<file path="src/rtl/alu_seq_pkg.sv">
// Shared constants for the ALU sequencer: FSM states, opcodes and flag-update masks.
package alu_seq_pkg;

  typedef enum logic [1:0] {
    StIdle = 2'd0,
    StExec = 2'd1,
    StWb   = 2'd2
  } state_e;

  localparam logic [3:0] OpAdc = 4'h0;
  localparam logic [3:0] OpSbc = 4'h1;
  localparam logic [3:0] OpAnd = 4'h2;
  localparam logic [3:0] OpOra = 4'h3;
  localparam logic [3:0] OpEor = 4'h4;
  localparam logic [3:0] OpLsr = 4'h5;
  localparam logic [3:0] OpRor = 4'h6;
  localparam logic [3:0] OpAsl = 4'h7;
  localparam logic [3:0] OpRol = 4'h8;
  localparam logic [3:0] OpCmp = 4'h9;
  localparam logic [3:0] OpInc = 4'hA;
  localparam logic [3:0] OpDec = 4'hB;

  // Update masks, bit order {N,Z,C,V}
  localparam logic [3:0] UpdNzcv = 4'b1111;
  localparam logic [3:0] UpdNzc  = 4'b1110;
  localparam logic [3:0] UpdNz   = 4'b1100;
  localparam logic [3:0] UpdNone = 4'b0000;

  function automatic logic op_legal(input logic [3:0] op);
    return op <= OpDec;
  endfunction

endpackage

</file>
<file path="src/rtl/alu_sequencer_if.sv">
// Request, ALU-control and result signals of the ALU sequencer.
interface alu_sequencer_if;
  logic       i_start;
  logic       o_ready;
  logic [3:0] i_op;
  logic [7:0] i_a;
  logic [7:0] i_b;
  logic       i_c;
  logic [7:0] o_sb;
  logic [7:0] o_db;
  logic       o_sb_add;
  logic       o_db_add;
  logic       o_db_n_add;
  logic       o_0_add;
  logic       o_1_addc;
  logic       o_sums;
  logic       o_ands;
  logic       o_eors;
  logic       o_ors;
  logic       o_srs;
  logic [7:0] i_add;
  logic       o_done;
  logic [7:0] o_result;
  logic       o_n;
  logic       o_z;
  logic       o_c;
  logic       o_v;
  logic [3:0] o_upd;
  logic       o_wr;
  logic       o_err;

  modport slave (
    input  i_start, i_op, i_a, i_b, i_c, i_add,
    output o_ready, o_sb, o_db, o_sb_add, o_db_add, o_db_n_add, o_0_add, o_1_addc,
           o_sums, o_ands, o_eors, o_ors, o_srs, o_done, o_result,
           o_n, o_z, o_c, o_v, o_upd, o_wr, o_err
  );

  modport master (
    output i_start, i_op, i_a, i_b, i_c, i_add,
    input  o_ready, o_sb, o_db, o_sb_add, o_db_add, o_db_n_add, o_0_add, o_1_addc,
           o_sums, o_ands, o_eors, o_ors, o_srs, o_done, o_result,
           o_n, o_z, o_c, o_v, o_upd, o_wr, o_err
  );
endinterface

</file>
<file path="src/rtl/alu_seq_flags.sv">
// Combinational flag, update-mask and write-back computation from registered operands and result.
module alu_seq_flags
  import alu_seq_pkg::*;
(
  input  logic [3:0] op_i,
  input  logic [7:0] a_i,
  input  logic [7:0] b_i,
  input  logic [7:0] r_i,
  output logic       n_o,
  output logic       z_o,
  output logic       c_o,
  output logic       v_o,
  output logic [3:0] upd_o,
  output logic       wr_o
);

  logic [7:0] y;
  logic       sum_op;

  always_comb begin
    y      = 8'h00;
    sum_op = 1'b0;
    c_o    = 1'b0;
    v_o    = 1'b0;
    upd_o  = UpdNone;
    wr_o   = 1'b1;
    n_o    = r_i[7];
    z_o    = (r_i == 8'h00);
    case (op_i)
      OpAdc:               begin y = b_i;   sum_op = 1'b1; upd_o = UpdNzcv; end
      OpSbc:               begin y = ~b_i;  sum_op = 1'b1; upd_o = UpdNzcv; end
      OpCmp:               begin y = ~b_i;  sum_op = 1'b1; upd_o = UpdNzc; wr_o = 1'b0; end
      OpAnd, OpOra, OpEor: upd_o = UpdNz;
      OpLsr, OpRor:        begin c_o = a_i[0]; upd_o = UpdNzc; end
      // A+A: the sum carry formula reduces to A[7]
      OpAsl, OpRol:        begin y = a_i;   sum_op = 1'b1; upd_o = UpdNzc; end
      OpInc:               begin y = 8'h00; sum_op = 1'b1; upd_o = UpdNz; end
      OpDec:               begin y = 8'hFF; sum_op = 1'b1; upd_o = UpdNz; end
      default:             wr_o = 1'b0;
    endcase
    if (sum_op) begin
      c_o = (a_i[7] & y[7]) | ((a_i[7] | y[7]) & ~r_i[7]);
      v_o = (a_i[7] == y[7]) & (r_i[7] != a_i[7]);
    end
  end

endmodule

</file>
<file path="src/rtl/alu_sequencer.sv">
// Sequences one ALU operation per request: drives ALU controls in EXEC, captures result and flags.
module alu_sequencer
  import alu_seq_pkg::*;
(
  input  logic            i_clk,
  input  logic            i_reset_n,
  alu_sequencer_if.slave  bus
);

  state_e     state_q, state_d;
  logic [3:0] op_q;
  logic [7:0] a_q, b_q;
  logic       c_q;
  logic [7:0] result_q;
  logic       n_q, z_q, cf_q, v_q;
  logic [3:0] upd_q;
  logic       wr_q, err_q;

  logic       ready, accept;
  logic [7:0] sb, db, r;
  logic       sb_add, db_add, db_n_add, zero_add, one_addc;
  logic       sums, ands, eors, ors, srs;
  logic       f_n, f_z, f_c, f_v, f_wr;
  logic [3:0] f_upd;

  assign ready  = (state_q != StExec);
  assign accept = bus.i_start & ready;

  always_comb begin
    state_d = state_q;
    case (state_q)
      StIdle:  if (accept) state_d = StExec;
      StExec:  state_d = StWb;
      StWb:    state_d = accept ? StExec : StIdle;
      default: state_d = StIdle;
    endcase
  end

  always_comb begin
    sb = 8'h00; db = 8'h00;
    sb_add = 1'b0; db_add = 1'b0; db_n_add = 1'b0; zero_add = 1'b0; one_addc = 1'b0;
    sums = 1'b0; ands = 1'b0; eors = 1'b0; ors = 1'b0; srs = 1'b0;
    if (state_q == StExec && op_legal(op_q)) begin
      sb     = a_q;
      sb_add = 1'b1;
      case (op_q)
        OpAdc:        begin db = b_q; db_add = 1'b1; sums = 1'b1; one_addc = c_q; end
        OpSbc:        begin db = b_q; db_n_add = 1'b1; sums = 1'b1; one_addc = c_q; end
        OpCmp:        begin db = b_q; db_n_add = 1'b1; sums = 1'b1; one_addc = 1'b1; end
        OpAnd:        begin db = b_q; db_add = 1'b1; ands = 1'b1; end
        OpOra:        begin db = b_q; db_add = 1'b1; ors = 1'b1; end
        OpEor:        begin db = b_q; db_add = 1'b1; eors = 1'b1; end
        OpAsl:        begin db = a_q; db_add = 1'b1; sums = 1'b1; end
        OpRol:        begin db = a_q; db_add = 1'b1; sums = 1'b1; one_addc = c_q; end
        OpLsr:        srs = 1'b1;
        OpRor:        begin srs = 1'b1; one_addc = c_q; end
        OpInc:        begin db = 8'h00; db_add = 1'b1; sums = 1'b1; one_addc = 1'b1; end
        OpDec:        begin db = 8'hFF; db_add = 1'b1; sums = 1'b1; end
        default:      ;
      endcase
    end
  end

  // Illegal opcodes ignore the ALU and report a zero result
  assign r = op_legal(op_q) ? bus.i_add : 8'h00;

  alu_seq_flags u_flags (
    .op_i  (op_q),
    .a_i   (a_q),
    .b_i   (b_q),
    .r_i   (r),
    .n_o   (f_n),
    .z_o   (f_z),
    .c_o   (f_c),
    .v_o   (f_v),
    .upd_o (f_upd),
    .wr_o  (f_wr)
  );

  always_ff @(posedge i_clk or negedge i_reset_n) begin
    if (!i_reset_n) begin
      state_q  <= StIdle;
      op_q     <= 4'h0;
      a_q      <= 8'h00;
      b_q      <= 8'h00;
      c_q      <= 1'b0;
      result_q <= 8'h00;
      n_q      <= 1'b0;
      z_q      <= 1'b0;
      cf_q     <= 1'b0;
      v_q      <= 1'b0;
      upd_q    <= 4'h0;
      wr_q     <= 1'b0;
      err_q    <= 1'b0;
    end else begin
      state_q <= state_d;
      if (accept) begin
        op_q <= bus.i_op;
        a_q  <= bus.i_a;
        b_q  <= bus.i_b;
        c_q  <= bus.i_c;
      end
      if (state_q == StExec) begin
        result_q <= r;
        n_q      <= f_n;
        z_q      <= f_z;
        cf_q     <= f_c;
        v_q      <= f_v;
        upd_q    <= f_upd;
        wr_q     <= f_wr;
        err_q    <= ~op_legal(op_q);
      end
    end
  end

  assign bus.o_ready    = ready;
  assign bus.o_sb       = sb;
  assign bus.o_db       = db;
  assign bus.o_sb_add   = sb_add;
  assign bus.o_db_add   = db_add;
  assign bus.o_db_n_add = db_n_add;
  assign bus.o_0_add    = zero_add;
  assign bus.o_1_addc   = one_addc;
  assign bus.o_sums     = sums;
  assign bus.o_ands     = ands;
  assign bus.o_eors     = eors;
  assign bus.o_ors      = ors;
  assign bus.o_srs      = srs;
  assign bus.o_done     = (state_q == StWb);
  assign bus.o_err      = (state_q == StWb) & err_q;
  assign bus.o_result   = result_q;
  assign bus.o_n        = n_q;
  assign bus.o_z        = z_q;
  assign bus.o_c        = cf_q;
  assign bus.o_v        = v_q;
  assign bus.o_upd      = upd_q;
  assign bus.o_wr       = wr_q;

endmodule

</file>
<file path="src/flat_wrapper.sv">
// flat-port wrapper written by rule: the top's interface ports become plain ports
module alu_sequencer_flat import alu_seq_pkg::*;
  (i_clk, i_reset_n, bus_i_start, bus_i_op, bus_i_a, bus_i_b, bus_i_c, bus_i_add, bus_o_ready, bus_o_sb, bus_o_db, bus_o_sb_add, bus_o_db_add, bus_o_db_n_add, bus_o_0_add, bus_o_1_addc, bus_o_sums, bus_o_ands, bus_o_eors, bus_o_ors, bus_o_srs, bus_o_done, bus_o_result, bus_o_n, bus_o_z, bus_o_c, bus_o_v, bus_o_upd, bus_o_wr, bus_o_err);
  alu_sequencer_if bus_i ();
  input  logic i_clk;
  input  logic i_reset_n;
  input wire logic [$bits(bus_i.i_start)-1:0] bus_i_start;
  input wire logic [$bits(bus_i.i_op)-1:0] bus_i_op;
  input wire logic [$bits(bus_i.i_a)-1:0] bus_i_a;
  input wire logic [$bits(bus_i.i_b)-1:0] bus_i_b;
  input wire logic [$bits(bus_i.i_c)-1:0] bus_i_c;
  input wire logic [$bits(bus_i.i_add)-1:0] bus_i_add;
  output wire logic [$bits(bus_i.o_ready)-1:0] bus_o_ready;
  output wire logic [$bits(bus_i.o_sb)-1:0] bus_o_sb;
  output wire logic [$bits(bus_i.o_db)-1:0] bus_o_db;
  output wire logic [$bits(bus_i.o_sb_add)-1:0] bus_o_sb_add;
  output wire logic [$bits(bus_i.o_db_add)-1:0] bus_o_db_add;
  output wire logic [$bits(bus_i.o_db_n_add)-1:0] bus_o_db_n_add;
  output wire logic [$bits(bus_i.o_0_add)-1:0] bus_o_0_add;
  output wire logic [$bits(bus_i.o_1_addc)-1:0] bus_o_1_addc;
  output wire logic [$bits(bus_i.o_sums)-1:0] bus_o_sums;
  output wire logic [$bits(bus_i.o_ands)-1:0] bus_o_ands;
  output wire logic [$bits(bus_i.o_eors)-1:0] bus_o_eors;
  output wire logic [$bits(bus_i.o_ors)-1:0] bus_o_ors;
  output wire logic [$bits(bus_i.o_srs)-1:0] bus_o_srs;
  output wire logic [$bits(bus_i.o_done)-1:0] bus_o_done;
  output wire logic [$bits(bus_i.o_result)-1:0] bus_o_result;
  output wire logic [$bits(bus_i.o_n)-1:0] bus_o_n;
  output wire logic [$bits(bus_i.o_z)-1:0] bus_o_z;
  output wire logic [$bits(bus_i.o_c)-1:0] bus_o_c;
  output wire logic [$bits(bus_i.o_v)-1:0] bus_o_v;
  output wire logic [$bits(bus_i.o_upd)-1:0] bus_o_upd;
  output wire logic [$bits(bus_i.o_wr)-1:0] bus_o_wr;
  output wire logic [$bits(bus_i.o_err)-1:0] bus_o_err;
  assign bus_i.i_start = bus_i_start;
  assign bus_i.i_op = bus_i_op;
  assign bus_i.i_a = bus_i_a;
  assign bus_i.i_b = bus_i_b;
  assign bus_i.i_c = bus_i_c;
  assign bus_i.i_add = bus_i_add;
  assign bus_o_ready = bus_i.o_ready;
  assign bus_o_sb = bus_i.o_sb;
  assign bus_o_db = bus_i.o_db;
  assign bus_o_sb_add = bus_i.o_sb_add;
  assign bus_o_db_add = bus_i.o_db_add;
  assign bus_o_db_n_add = bus_i.o_db_n_add;
  assign bus_o_0_add = bus_i.o_0_add;
  assign bus_o_1_addc = bus_i.o_1_addc;
  assign bus_o_sums = bus_i.o_sums;
  assign bus_o_ands = bus_i.o_ands;
  assign bus_o_eors = bus_i.o_eors;
  assign bus_o_ors = bus_i.o_ors;
  assign bus_o_srs = bus_i.o_srs;
  assign bus_o_done = bus_i.o_done;
  assign bus_o_result = bus_i.o_result;
  assign bus_o_n = bus_i.o_n;
  assign bus_o_z = bus_i.o_z;
  assign bus_o_c = bus_i.o_c;
  assign bus_o_v = bus_i.o_v;
  assign bus_o_upd = bus_i.o_upd;
  assign bus_o_wr = bus_i.o_wr;
  assign bus_o_err = bus_i.o_err;
  alu_sequencer u_core (.i_clk(i_clk), .i_reset_n(i_reset_n), .bus(bus_i));
endmodule
</file>
<file path="config.mk">
export PLATFORM = sky130hd
export DESIGN_NAME = alu_sequencer_flat
export DESIGN_NICKNAME = d
export VERILOG_FILES = /design/src/rtl/alu_seq_pkg.sv /design/src/rtl/alu_sequencer_if.sv /design/src/rtl/alu_seq_flags.sv /design/src/rtl/alu_sequencer.sv /design/src/flat_wrapper.sv
export SDC_FILE = /design/constraint.sdc
export NUM_CORES = 1
export LEC_CHECK = 0
export CORE_MARGIN = 5
export CORE_UTILIZATION = 30
export DETAILED_ROUTE_END_ITERATION = 7
export SYNTH_ARGS = -nofsm -noshare
export SYNTH_HDL_FRONTEND = slang
export SYNTH_SLANG_ARGS = --single-unit
export TNS_END_PERCENT = 100
</file>
<file path="constraint.sdc">
create_clock -name i_clk -period 2.33 [get_ports i_clk]
set_input_delay 0.3495 -clock i_clk [delete_from_list [all_inputs] [get_ports i_clk]]
set_output_delay 0.3495 -clock i_clk [all_outputs]
set_load 0.005 [all_outputs]
</file>
# ---- Word level (Yosys, flattened, before mapping)
# Index checks and enable logic that the tools add are counted.
# W data, S select, Z words.
dict set report classes {
  n_addsub 0
  multipliers 0
  n_div 0
  order_cmp 1
  n_eq_ne 17
  n_shift 0
  muxes 30
  bitwise_logic 10
  reduce_logical 16
}
# cell n
set op_table {}
lappend op_table {{$pmux W8 S4} 1}
lappend op_table {{$mux W8} 3}
lappend op_table {{$pmux W8 S3} 1}
lappend op_table {{$mux W1} 21}
lappend op_table {{$eq A4 B3 Y1 const B} 4}
lappend op_table {{$eq A4 B4 Y1 const B} 4}
lappend op_table {{$pmux W4 S3} 1}
lappend op_table {{$reduce_or A11 Y1} 1}
lappend op_table {{$reduce_or A2 Y1} 5}
lappend op_table {{$reduce_or A5 Y1} 2}
lappend op_table {{$eq A4 B2 Y1 const B} 2}
lappend op_table {{$logic_not A8 Y1} 1}
lappend op_table {{$not A8 Y8} 1}
lappend op_table {{$reduce_or A8 Y1} 1}
lappend op_table {{$reduce_or A7 Y1} 1}
lappend op_table {{$pmux W2 S3} 1}
lappend op_table {{$reduce_or A6 Y1} 1}
lappend op_table {{$and A1 B1 Y1} 5}
lappend op_table {{$eq A4 B1 Y1 const B} 1}
lappend op_table {{$le A4 B4 Y1 const B} 1}
lappend op_table {{$logic_not A4 Y1} 1}
lappend op_table {{$ne A2 B1 Y1 const B} 2}
lappend op_table {{$reduce_or A4 Y1} 1}
lappend op_table {{$eq A2 B1 Y1 const B} 1}
lappend op_table {{other kinds (9)} 11}
dict set report totals {
  register_bits 41
  latch_bits 0
  ramBits 0
  mem_bits_ro 0
  input_bits 32
  output_inout_bits 46
  elab_cells 87
  n_memories 0
}

# ---- Longest topological paths before layout
# Gate-level depths: netlist of the first run.
dict set report logic_depth {
  word_depth 7
  mapped_depth 10
}

# ---- Cells and area by module
# Synthesis of the first run repeated with hierarchy kept, for this count alone.
dict set report hier_totals {
  hier_cells 218
  hier_area_um2 2282.2
}
# module n_inst cells_per_inst area_per_inst_um2 seq_area_each_um2
set by_module_without_submodules {}
lappend by_module_without_submodules {alu_sequencer 1 183 2028.2 1026.0}
lappend by_module_without_submodules {alu_seq_flags 1 35 254.0 0.0}

# ---- Worst setup path before layout of the first run
# No wires, ideal clock.
dict set report synth_path {
  kind {flip-flop to output port}
  start {register u_core.op_q[2]}
  end {output port bus_o_db[0]}
  arrival_ps 1382
  slack_ps 599
  stages_incl_launch_ff 6
  n_path_buf 1
  cell_sequence {dfrtp_1 -> buf_6 -> or4b_4 -> o21ai_4 -> nand2_1 -> a31oi_1}
}
dict set report synth_between {
  elab_chain_cells 4
  elab_cells_between_ends 15
  cone_classes {order compare (1); eq/ne (8); mux (2); reduce/logical (4)}
}
# element line
set synth_lines {}
lappend synth_lines {{start, declared} alu_sequencer.sv:11} ;# logic [3:0] op_q;
lappend synth_lines {{start signal, assigned} alu_sequencer.sv:98} ;# op_q <= bus.i_op;
lappend synth_lines {{$eq A4 B1 Y1 (tied with other cells)} alu_sequencer.sv:46} ;# case (op_q)
lappend synth_lines {{$reduce_or A6 Y1 (no line) or $reduce_or A2 Y1 (tied branches)} -}
lappend synth_lines {{$pmux W8 S3} alu_sequencer.sv:46}
lappend synth_lines {{$mux W8 (*)} alu_sequencer.sv:43} ;# if (state_q == StExec && op_legal(op_q)) begin
lappend synth_lines {{end, declared} flat_wrapper.sv:15} ;# output wire logic [$bits(bus_i.o_db)-1:0] bus_o_db;
# Every way passes the cells marked *; elsewhere a longest branch is shown, timed or not.

# ---- Worst setup path in the final report of the first run
dict set report layout_path {
  start {register u_core.op_q[2]}
  end {output port bus_o_db[1]}
}
# Same word-level chain as after synthesis.

==> results.py, run 1 <==
metrics = {
    "outcome": {
        "status": "finished clean",
    },
    "placement": {
        "dp_hpwl_mm": 4.20,
        "io_buffers": 76,
        "gp_congestion": 0.784,
        "pre_cts_ws_ns": 0.0740,
        "dp.cells": 348,
    },
    "setup_path": {
        "crit_path_start": "u_core.op_q[2]",
        "cp_max_fo": 4,
        "arrival_ns": 1.92,
        "startpoint_type": "flop",
        "cp-end-kind": "output pin",
        "critical_path_required_ns": 1.98,
        "crit_type": "reg -> out",
        "critical_path.reg2reg.startpoint": "u_core.op_q[3]",
    },
    "routing": {
        "ant_nets": 0,
        "routed_wl_mm": 5.80,
        "first_pass_iters": 4,
        "drc": 0,
        "wl_per_cell_um": 16.0,
        "vias": 1754,
        "drt_iter0_drc": 74,
        "avgViaCountPerCell": 4.83,
    },
    "yosys": {
        "synthFlopType": "dfrtp_1",
        "ys.warnings.count": 0,
        "synth.most_common_cell": "dfrtp_1",
        "syn_area_per_cell_um2": 10.4,
        "post-synth-top-area-cell": "dfrtp_1",
        "syn_area_um2": 2020,
        "syn_inst": 194,
        "synth_top_cells_by_count": "39 x dfrtp_1, 21 x nand2_1, 18 x mux2_2",
        "syn-num-nets": 228,
        "synth.distinct_cells": 39,
        "synthTopCellsByArea": "dfrtp_1 48%, mux2_2 10%, nand2_1 3.9%, o21ai_0 3.5%, a31oi_1 3.4%",
        "synth_edf_count": 0,
        "synth_seq_cells": 39,
        "ys_seq_area_share_pct": 48.4,
        "async_flop_share_pct": 100,
        "synth_top_area_share_pct": 48.4,
    },
    "die": {
        "io_pins": 78,
        "dieArea_um2": 8460,
        "die_h_um": 92.0,
        "initial_core_util_pct": 31.2,
        "die_w_um": 92.0,
        "core_area_um2": 6460,
        "rows": 29,
    },
    "sta": {
        "fmax_mhz": 441,
        "relSlewSlack_pct": 39.9,
        "fin_worst_skew_ns": 0.00219,
        "finalSetupViolCount": 0,
        "finalWorstSetupSlack_ns": 0.0628,
        "worst-slew-pin-transition_ns": 0.901,
        "min_period_over_period_pct": 97.3,
        "slew_viol_final": 0,
        "rsz0062_at_grt": "true",
        "fin_crit_ns": 2.27,
        "report.final.hold_viol_count": 0,
    },
    "grt": {
        "grt_pass1_vias": 1868,
        "gr-total-overflow": 0,
        "grt_max_degree": 40,
        "grt_pass1_wl_mm": 9.63,
        "grtUsageTotal_pct": 14.1,
        "antenna_found_initial": 0,
    },
    "layout": {
        "register_area_um2": 977,
        "final.fill_count": 625,
        "antenna_cells": 0,
        "instances_no_fill": 363,
        "area_growth_pct": 53.8,
        "drive_above_1_share_pct": 24.8,
        "multiInputGateArea_um2": 987,
        "nets": 319,
    },
    "power_and_ir_drop": {
        "seqPwrFrac_pct": 41.3,
        "cellPowerDensity_nw_per_um2": 682,
        "comb_power_share_pct": 35.2,
        "intPower_mw": 1.50,
        "switching_power_uw": 617,
        "swShare_pct": 29.2,
        "vdd_drop_max_v": 0.000268,
        "p_clk_share_pct": 23.5,
        "p_leak_nw": 1.34,
    },
    "flow_run": {
        "maxCapViolCount": 0,
    },
    "min_path": {
        "hp-class": "in -> async",
    },
    "cts": {
        "tritoncts": "built",
        "numClockSinks": 39,
        "path_clk_slew_ns": 0.07,
        "numCtsBuffers": 5,
        "clk_latency_ns": 0.28,
        "root_buffer": "clkbuf_8",
        "cts-htree-levels": 2,
        "cts_buffer_depth": 2,
    },
}
[sequential cells by signal (all words and copies together), names as in the netlist, 2 cells and up]
name / count
u_core.a_q: 8
u_core.b_q: 8
u_core.bus.o_result: 8
u_core.op_q: 4
u_core.bus.o_upd: 3
u_core.state_q: 2
[power by group through the flow]
stage | Combinational [mW] | Clock [mW] | Sequential, mW
floorplan | 0.343 | 0 | 0.868
global placement | 0.693 | 0 | 0.885
detailed placement | 0.700 | 0 | 0.889
CTS | 0.728 | 0.524 | 0.874
global route | 0.814 | 0.555 | 0.894
finish | 0.744 | 0.498 | 0.875
[worst max-delay path: stages, from the launching register on]
cell	delay [ns]
dfrtp_1	0.40
or4b_4	0.56
o21ai_4	0.11
buf_6	0.13
buf_4	0.09
nand2_1	0.05
a31oi_1	0.16
buf_2	0.14
[path summary, 6_finish.rpt]
| kind | to | slack, ns | depth (start not counted) |
|---|---|---|---|
| min reg2reg | u_core.state_q[0] | 0.46 | 1 |
| max | bus_o_db[1] | 0.06 | 7 |
| max reg2reg | u_core.bus.o_v | 0.45 | 8 |
| min in group i_clk | u_core.state_q[0] | 0.46 | 1 |
| max in group asynchronous | u_core.op_q[1] | 1.52 | 1 |
| min | u_core.bus.o_result[5] | 0.19 | 1 |
[stage by stage]
step / hold WS [ns] / total power, mW / utilization [%] / instance area (um^2) / TNS (ns)
4_1_cts: 0.211 / 2.13 / 47.5 / 3070 / -0.0565
5_1_grt: 0.252 / 2.26 / 48.0 / 3100 / -0.0190
6_report: 0.190 / 2.12 / 48.0 / 3100 / 0
3_5_place_dp: 0.451 / 1.59 / 45.0 / 2910 / 0
2_1_floorplan: 0.0539 / 1.21 / - / 2020 / 0
3_3_place_gp: 0.443 / 1.58 / 45.0 / 2910 / 0
[cell type report]
class,count,share of cell area [%]
clock buffer,8,3.23
tap,77,3.10
sequential,39,31.5
multi-input combinational,135,31.8
timing repair buffer,101,30.0
inverter,3,0.363
[kinds of logic after synthesis]
family                   count (synthesis)  synth area share [%]
AND/OR/NAND/NOR                         61                  15.9
flip-flops                              39                  48.4
AO/OA/AOI/OAI                           48                  16.3
other                                    1                 0.186
buffers and inverters                   20                  5.46
adder cells (fa/ha/maj)                  2                  1.24
multiplexers                            21                  11.7
XOR/XNOR                                 2                 0.869
[placed cells by master (no fill, tap or decap), types with 3 or more instances in the layout]
cell and n:
a21oi_1 6, a22o_1 7, a31oi_1 11, and3_1 10
buf_4 20, buf_6 4, clkbuf_2 6, clkbuf_8 7
clkdlybuf4s50_1 65, dfrtp_1 38, mux2_1 3, mux2_2 18
nand2_1 20, nor2_1 8, nor2b_1 5, o21ai_0 14
[layer usage]
layer  GRT usage, %  vias to the layer above  routed length (um)
met5              0                        -                   0
met4           3.09                        0                  44
met3           4.09                        5                 352
met2           23.0                       46                2760
met1           18.7                      829                2640
li1               -                      874                   -
[repair_timing]
item / 4_1_cts / 5_1_grt
gates resized for setup: 17 / 25
hold buffers: 0 / 0
endpoints found under the hold margin: 0 / 0
buffers inserted: 6 / 1
setup endpoints to repair: 12 / 13
pin swaps: 0 / 1
gates cloned: 0 / 0
(Power assumes the default switching activity.)
==> run 2: changes to the inputs <==
--- a/config.mk
+++ b/config.mk
@@ -8,6 +8,7 @@
 export CORE_MARGIN = 5
 export CORE_UTILIZATION = 30
 export DETAILED_ROUTE_END_ITERATION = 7
+export GPL_TIMING_DRIVEN = 0
 export SYNTH_ARGS = -nofsm -noshare
 export SYNTH_HDL_FRONTEND = slang
 export SYNTH_SLANG_ARGS = --single-unit
==> constraint.sdc (replaced) <==
create_clock -name i_clk -period 2 [get_ports i_clk]
set_input_delay 0.3 -clock i_clk [delete_from_list [all_inputs] [get_ports i_clk]]
set_output_delay 0.3 -clock i_clk [all_outputs]
set_load 0.005 [all_outputs]
==> run 2 against run 1 <==
Critical path depth decreased by 1. Core utilization rose by 4.3 points. Worst setup slack worse by 0.26 ns. Sequential power grew 17%. Sequential cell count stayed put. Worst hold slack gained 0.30 ns. Via count rose by 9.0%. Critical path type unchanged. Routed wire length grew 8.9%. Register-to-register slack worse by 0.30 ns. First-iteration DRC count grew 12%. The flow now finishes with violations (setup timing). Clock power is 3% higher. Clock skew up 0.0020 ns.
==> results.py, run 2 (synthesized netlist as in run 1, its figures left out) <==
metrics = {
    "power_and_ir_drop": {
        "seqPwrFrac_pct": 40.5,
        "comb_power_share_pct": 39.1,
        "finalPower_mw": 2.52,
        "vdd_drop_max_v": 0.000351,
        "swShare_pct": 31.2,
        "switching_power_uw": 788,
        "intPower_mw": 1.74,
        "p_clk_share_pct": 20.4,
        "p_leak_nw": 1.57,
        "cellPowerDensity_nw_per_um2": 746,
    },
    "layout": {
        "fin_area_um2": 3380,
        "drive_above_1_share_pct": 37.7,
        "nets": 341,
        "area_growth_pct": 67.7,
        "antenna_cells": 0,
        "mostFrequentLayoutCell": "clkdlybuf4s50_1",
        "final.fill_count": 610,
        "final_cell_mix": "49 x clkdlybuf4s50_1, 36 x dfrtp_1, 31 x buf_4",
        "final_util_pct": 52.4,
        "instances_no_fill": 385,
    },
    "setup_path": {
        "ff2ff_setup_slack_ns": 0.15,
        "arrival_ns": 1.90,
        "crit_type": "reg -> out",
        "cpMaxStageDelayCell": "or4b_4",
        "cp_top_family": "simple AND/OR/NAND/NOR gates",
        "crit_chain": "or4b_4 -> o21ai_4 -> buf_12 -> nand2_4 -> a31oi_2 -> buf_2",
        "critical_path_required_ns": 1.70,
        "worst_r2r_path_depth": 8,
        "crit_buf_inv": 2,
        "r2r_end": "u_core.bus.o_v",
        "critPathMaxStageDelay_ns": 0.56,
        "cp-end-kind": "output pin",
        "startpoint_type": "flop",
        "critical_path.reg2reg.startpoint": "u_core.op_q[3]",
        "cp_max_fo": 6,
    },
    "outcome": {
        "status": "finished with violations",
        "violations": "setup timing",
    },
    "cts": {
        "tritoncts": "built",
        "cts_buffer_depth": 2,
        "clk_latency_ns": 0.28,
        "numClockSinks": 39,
        "root_buffer": "clkbuf_8",
        "path_clk_slew_ns": 0.08,
        "numCtsBuffers": 5,
        "cts-htree-levels": 2,
    },
    "grt": {
        "grt_pass1_vias": 1913,
        "grtUsageTotal_pct": 14.6,
        "antenna_found_initial": 0,
        "grt_pass1_wl_mm": 9.80,
        "grt_max_degree": 21,
        "gr-total-overflow": 0,
    },
    "sta": {
        "fmax_mhz": 455,
        "setup_tns_ns": -1.36,
        "finalWorstSetupSlack_ns": -0.197,
        "finalSetupViolCount": 8,
        "slew_viol_final": 0,
        "fin_worst_skew_ns": 0.00420,
        "fin_crit_ns": 2.20,
        "whs_ns": 0.488,
        "relSlewSlack_pct": 66.2,
        "report.final.hold_viol_count": 0,
        "rsz0062_at_grt": "true",
        "worst-slew-pin-transition_ns": 0.507,
        "min_period_over_period_pct": 110,
    },
    "routing": {
        "drt_iter0_drc": 83,
        "first_pass_iters": 4,
        "routed_wl_mm": 6.32,
        "avgViaCountPerCell": 4.96,
        "drc": 0,
        "ant_nets": 0,
        "vias": 1911,
        "wl_per_cell_um": 16.4,
    },
    "min_path": {
        "hp-class": "reg -> reg",
        "hold_end": "u_core.err_q",
        "holdCritStartpoint": "u_core.err_q",
        "worstHoldPathCells": 2,
    },
    "die": {
        "rows": 29,
        "core_area_um2": 6460,
        "initial_core_util_pct": 31.2,
        "dieArea_um2": 8460,
        "die_w_um": 92.0,
        "die_h_um": 92.0,
        "io_pins": 78,
    },
    "placement": {
        "dp_hpwl_mm": 4.41,
        "pre_cts_ws_ns": -0.575,
        "dp.cells": 348,
        "io_buffers": 76,
        "gp_congestion": 0.812,
        "placed_area_um2": 2900,
    },
    "flow_run": {
        "maxCapViolCount": 0,
    },
}
[run 2: power groups by stage]
stage	combinational, mW	sequential, mW	clock [mW]
after floorplan	0.399	1.01	0
after global placement	0.792	1.02	0
after detailed placement	0.810	1.03	0
after CTS	0.920	1.02	0.537
after global routing	1.07	1.04	0.569
final	0.988	1.02	0.514
[run 2: final cells by class]
type	instances	area, um^2	share of cell area, %
inverters	3	13.8	0.407
flip-flops and latches	39	980	29.0
repair buffers	107	965	28.5
clock inverters	1	5.00	0.148
plain buffers	16	151	4.48
clock buffers	7	76.3	2.26
well taps	77	96.3	2.85
multi-input cells	135	1090	32.4
[run 2: worst max path at each step]
stage,from,endpoint,slack (ns),depth (start not counted)
after floorplan,u_core.op_q[1],u_core.bus.o_v,0.28,9
after global placement,u_core.op_q[1],bus_o_db[1],-0.51,6
after detailed placement,u_core.op_q[1],bus_o_db[7],-0.58,6
after CTS,u_core.op_q[1],bus_o_db[0],-0.23,6
after global routing,u_core.op_q[1],bus_o_db[7],-0.28,5
final,u_core.op_q[1],bus_o_db[1],-0.20,6
[run 2: timing repair]
item | CTS | global route
endpoints found under the setup margin | 26 | 17
pin swaps | 15 | 5
hold buffers | 1 | 0
endpoints found under the hold margin | 19 | 0
resized for setup | 95 | 25
setup buffers | 20 | 9
[run 2: worst register-to-register path, delay by kind of cell (launching register included)]
kind	cells	cell delay [ns]
AO/OA/AOI/OAI	4	0.54
flip-flops	1	0.47
adder cells (fa/ha/maj)	1	0.28
buffers and inverters	2	0.24
AND/OR/NAND/NOR	1	0.21
[run 2: routing by layer]
metal	GRT usage, %	share of wire [%]	up-vias
li1	-	-	919
met1	18.5	41	911
met2	24.8	50	74
met3	4.09	7.4	7
met4	3.59	1.2	0
met5	0	0	-
==> run 3: changes to the inputs <==
--- a/config.mk
+++ b/config.mk
@@ -9,6 +9,7 @@
 export CORE_UTILIZATION = 30
 export DETAILED_ROUTE_END_ITERATION = 7
 export GPL_TIMING_DRIVEN = 0
+export RECOVER_POWER = 50
 export SYNTH_ARGS = -nofsm -noshare
 export SYNTH_HDL_FRONTEND = slang
 export SYNTH_SLANG_ARGS = --single-unit
==> run 3 against run 2 <==
The flow still finishes with violations (setup timing). Highest routed layer unchanged. Critical path depth decreased by 1. Register-to-register slack about the same. Total power decreased by 0.39%. Fmax decreased by 0.10%. Routed wire length increased by 0.49%. Via count decreased by 0.26%. Critical endpoint is now bus_o_db[7]. Count of clock-buffer cells in the layout unchanged.
==> results.py, run 3 (synthesized netlist as in run 1, its figures left out) <==
metrics = {
    "sta": {
        "fmax_mhz": 455,
        "fin_crit_ns": 2.20,
        "finalSetupViolCount": 13,
        "finalWorstSetupSlack_ns": -0.199,
        "slew_viol_final": 0,
        "min_period_over_period_pct": 110,
        "worst-slew-pin-transition_ns": 1.09,
        "rsz0062_at_grt": "true",
        "report.final.hold_viol_count": 0,
        "fin_worst_skew_ns": 0.00381,
        "relSlewSlack_pct": 27.6,
    },
    "grt": {
        "antenna_found_initial": 0,
        "gr-total-overflow": 0,
        "grt_pass1_vias": 1913,
        "grt_max_degree": 21,
        "grtUsageTotal_pct": 14.6,
        "grt_pass1_wl_mm": 9.80,
    },
    "flow_run": {
        "maxCapViolCount": 0,
    },
    "cts": {
        "cts_buffer_depth": 2,
        "cts-htree-levels": 2,
        "numClockSinks": 39,
        "path_clk_slew_ns": 0.08,
        "numCtsBuffers": 5,
        "root_buffer": "clkbuf_8",
        "tritoncts": "built",
        "clk_latency_ns": 0.28,
    },
    "die": {
        "die_w_um": 92.0,
        "initial_core_util_pct": 31.2,
        "dieArea_um2": 8460,
        "io_pins": 78,
        "rows": 29,
        "core_area_um2": 6460,
        "die_h_um": 92.0,
    },
    "setup_path": {
        "critical_path_required_ns": 1.70,
        "cp-end-kind": "output pin",
        "arrival_ns": 1.90,
        "crit_type": "reg -> out",
        "cp_max_fo": 8,
        "startpoint_type": "flop",
    },
    "power_and_ir_drop": {
        "vdd_drop_max_v": 0.000350,
        "p_clk_share_pct": 20.5,
        "intPower_mw": 1.72,
        "cellPowerDensity_nw_per_um2": 754,
        "swShare_pct": 31.4,
        "comb_power_share_pct": 38.8,
        "p_leak_nw": 1.54,
        "seqPwrFrac_pct": 40.7,
        "switching_power_uw": 790,
    },
    "routing": {
        "vias": 1906,
        "routed_wl_mm": 6.35,
        "ant_nets": 0,
        "avgViaCountPerCell": 4.95,
        "first_pass_iters": 4,
        "drc": 0,
        "wl_per_cell_um": 16.5,
        "drt_iter0_drc": 113,
    },
    "placement": {
        "io_buffers": 76,
        "pre_cts_ws_ns": -0.575,
        "dp.cells": 348,
        "dp_hpwl_mm": 4.41,
        "gp_congestion": 0.812,
        "placed_area_um2": 2900,
    },
    "layout": {
        "final_cell_mix": "49 x clkdlybuf4s50_1, 36 x dfrtp_1, 29 x buf_4",
        "nets": 341,
        "mostFrequentLayoutCell": "clkdlybuf4s50_1",
        "antenna_cells": 0,
        "fin_area_um2": 3340,
        "area_growth_pct": 65.4,
        "drive_above_1_share_pct": 36.7,
        "instances_no_fill": 385,
    },
    "outcome": {
        "status": "finished with violations",
        "violations": "setup timing",
    },
    "min_path": {
        "hp-class": "reg -> reg",
    },
}
[run 3: cell count changes in the layout (fill, tap and decap cells not counted), sizes merged]
cell and change:
buf -4, clkbuf +4
[run 3: power by group through the flow]
stage | Combinational (mW) | Sequential, mW | Clock [mW]
after global placement | 0.792 | 1.02 | 0
after detailed placement | 0.810 | 1.03 | 0
after CTS | 0.920 | 1.02 | 0.537
final | 0.977 | 1.02 | 0.515
after floorplan | 0.399 | 1.01 | 0
after global routing | 1.05 | 1.04 | 0.569
[run 3: through the flow]
stage / hold WS, ns / util (%) / total power [mW] / setup TNS [ns]
2_1_floorplan: 0.00441 / - / 1.41 / 0
3_3_place_gp: 0.445 / 44.5 / 1.81 / -21.85
3_5_place_dp: 0.298 / 44.8 / 1.84 / -5.91
4_1_cts: 0.491 / 50.3 / 2.48 / -2.16
5_1_grt: 0.513 / 51.7 / 2.67 / -4.99
6_report: 0.489 / 51.7 / 2.51 / -1.64
[run 3: cell type report]
cell class	count	area, um^2
multi-input combinational	135	1090
clock inverter	1	5.00
buffer	16	130
inverter	3	13.8
fill	616	3120
timing repair buffer	107	941
clock buffer	7	76.3
sequential	39	980
tap	77	96.3
[run 3: worst paths after layout]
kind / startpoint / endpoint / slack (ns) / cells after the start
min reg2reg: u_core.err_q / u_core.err_q / 0.49 / 2
min in group asynchronous: i_reset_n / u_core.bus.o_result[0] / 0.73 / 2
max in group asynchronous: i_reset_n / u_core.b_q[6] / 0.21 / 3
min: u_core.err_q / u_core.err_q / 0.49 / 2
max reg2reg: u_core.op_q[1] / u_core.bus.o_v / 0.15 / 8
max: u_core.op_q[1] / bus_o_db[7] / -0.20 / 5
[run 3: worst max-delay path, cell delays in order, from the launching register on]
cell and delay (ns):
dfrtp_2 0.45, nand2b_1 0.27, a21oi_4 0.31, o21ai_0 0.21
a31oi_4 0.23, buf_2 0.14
[run 3: per-layer routing]
metal	GRT usage [%]	vias to the layer above	part of all wire, %
met3	4.09	7	6.9
li1	-	918	-
met5	0	-	0
met1	18.5	918	42
met4	3.59	0	1.2
met2	24.8	63	50
[run 3: timing repair]
| action | 4_1_cts | 5_1_grt |
|---|---|---|
| buffers inserted | 20 | 9 |
| gates resized for setup | 95 | 25 |
| setup endpoints to repair | 26 | 17 |
| hold buffers | 1 | 0 |
| endpoints found under the hold margin | 19 | 0 |
| pin swaps | 15 | 5 |
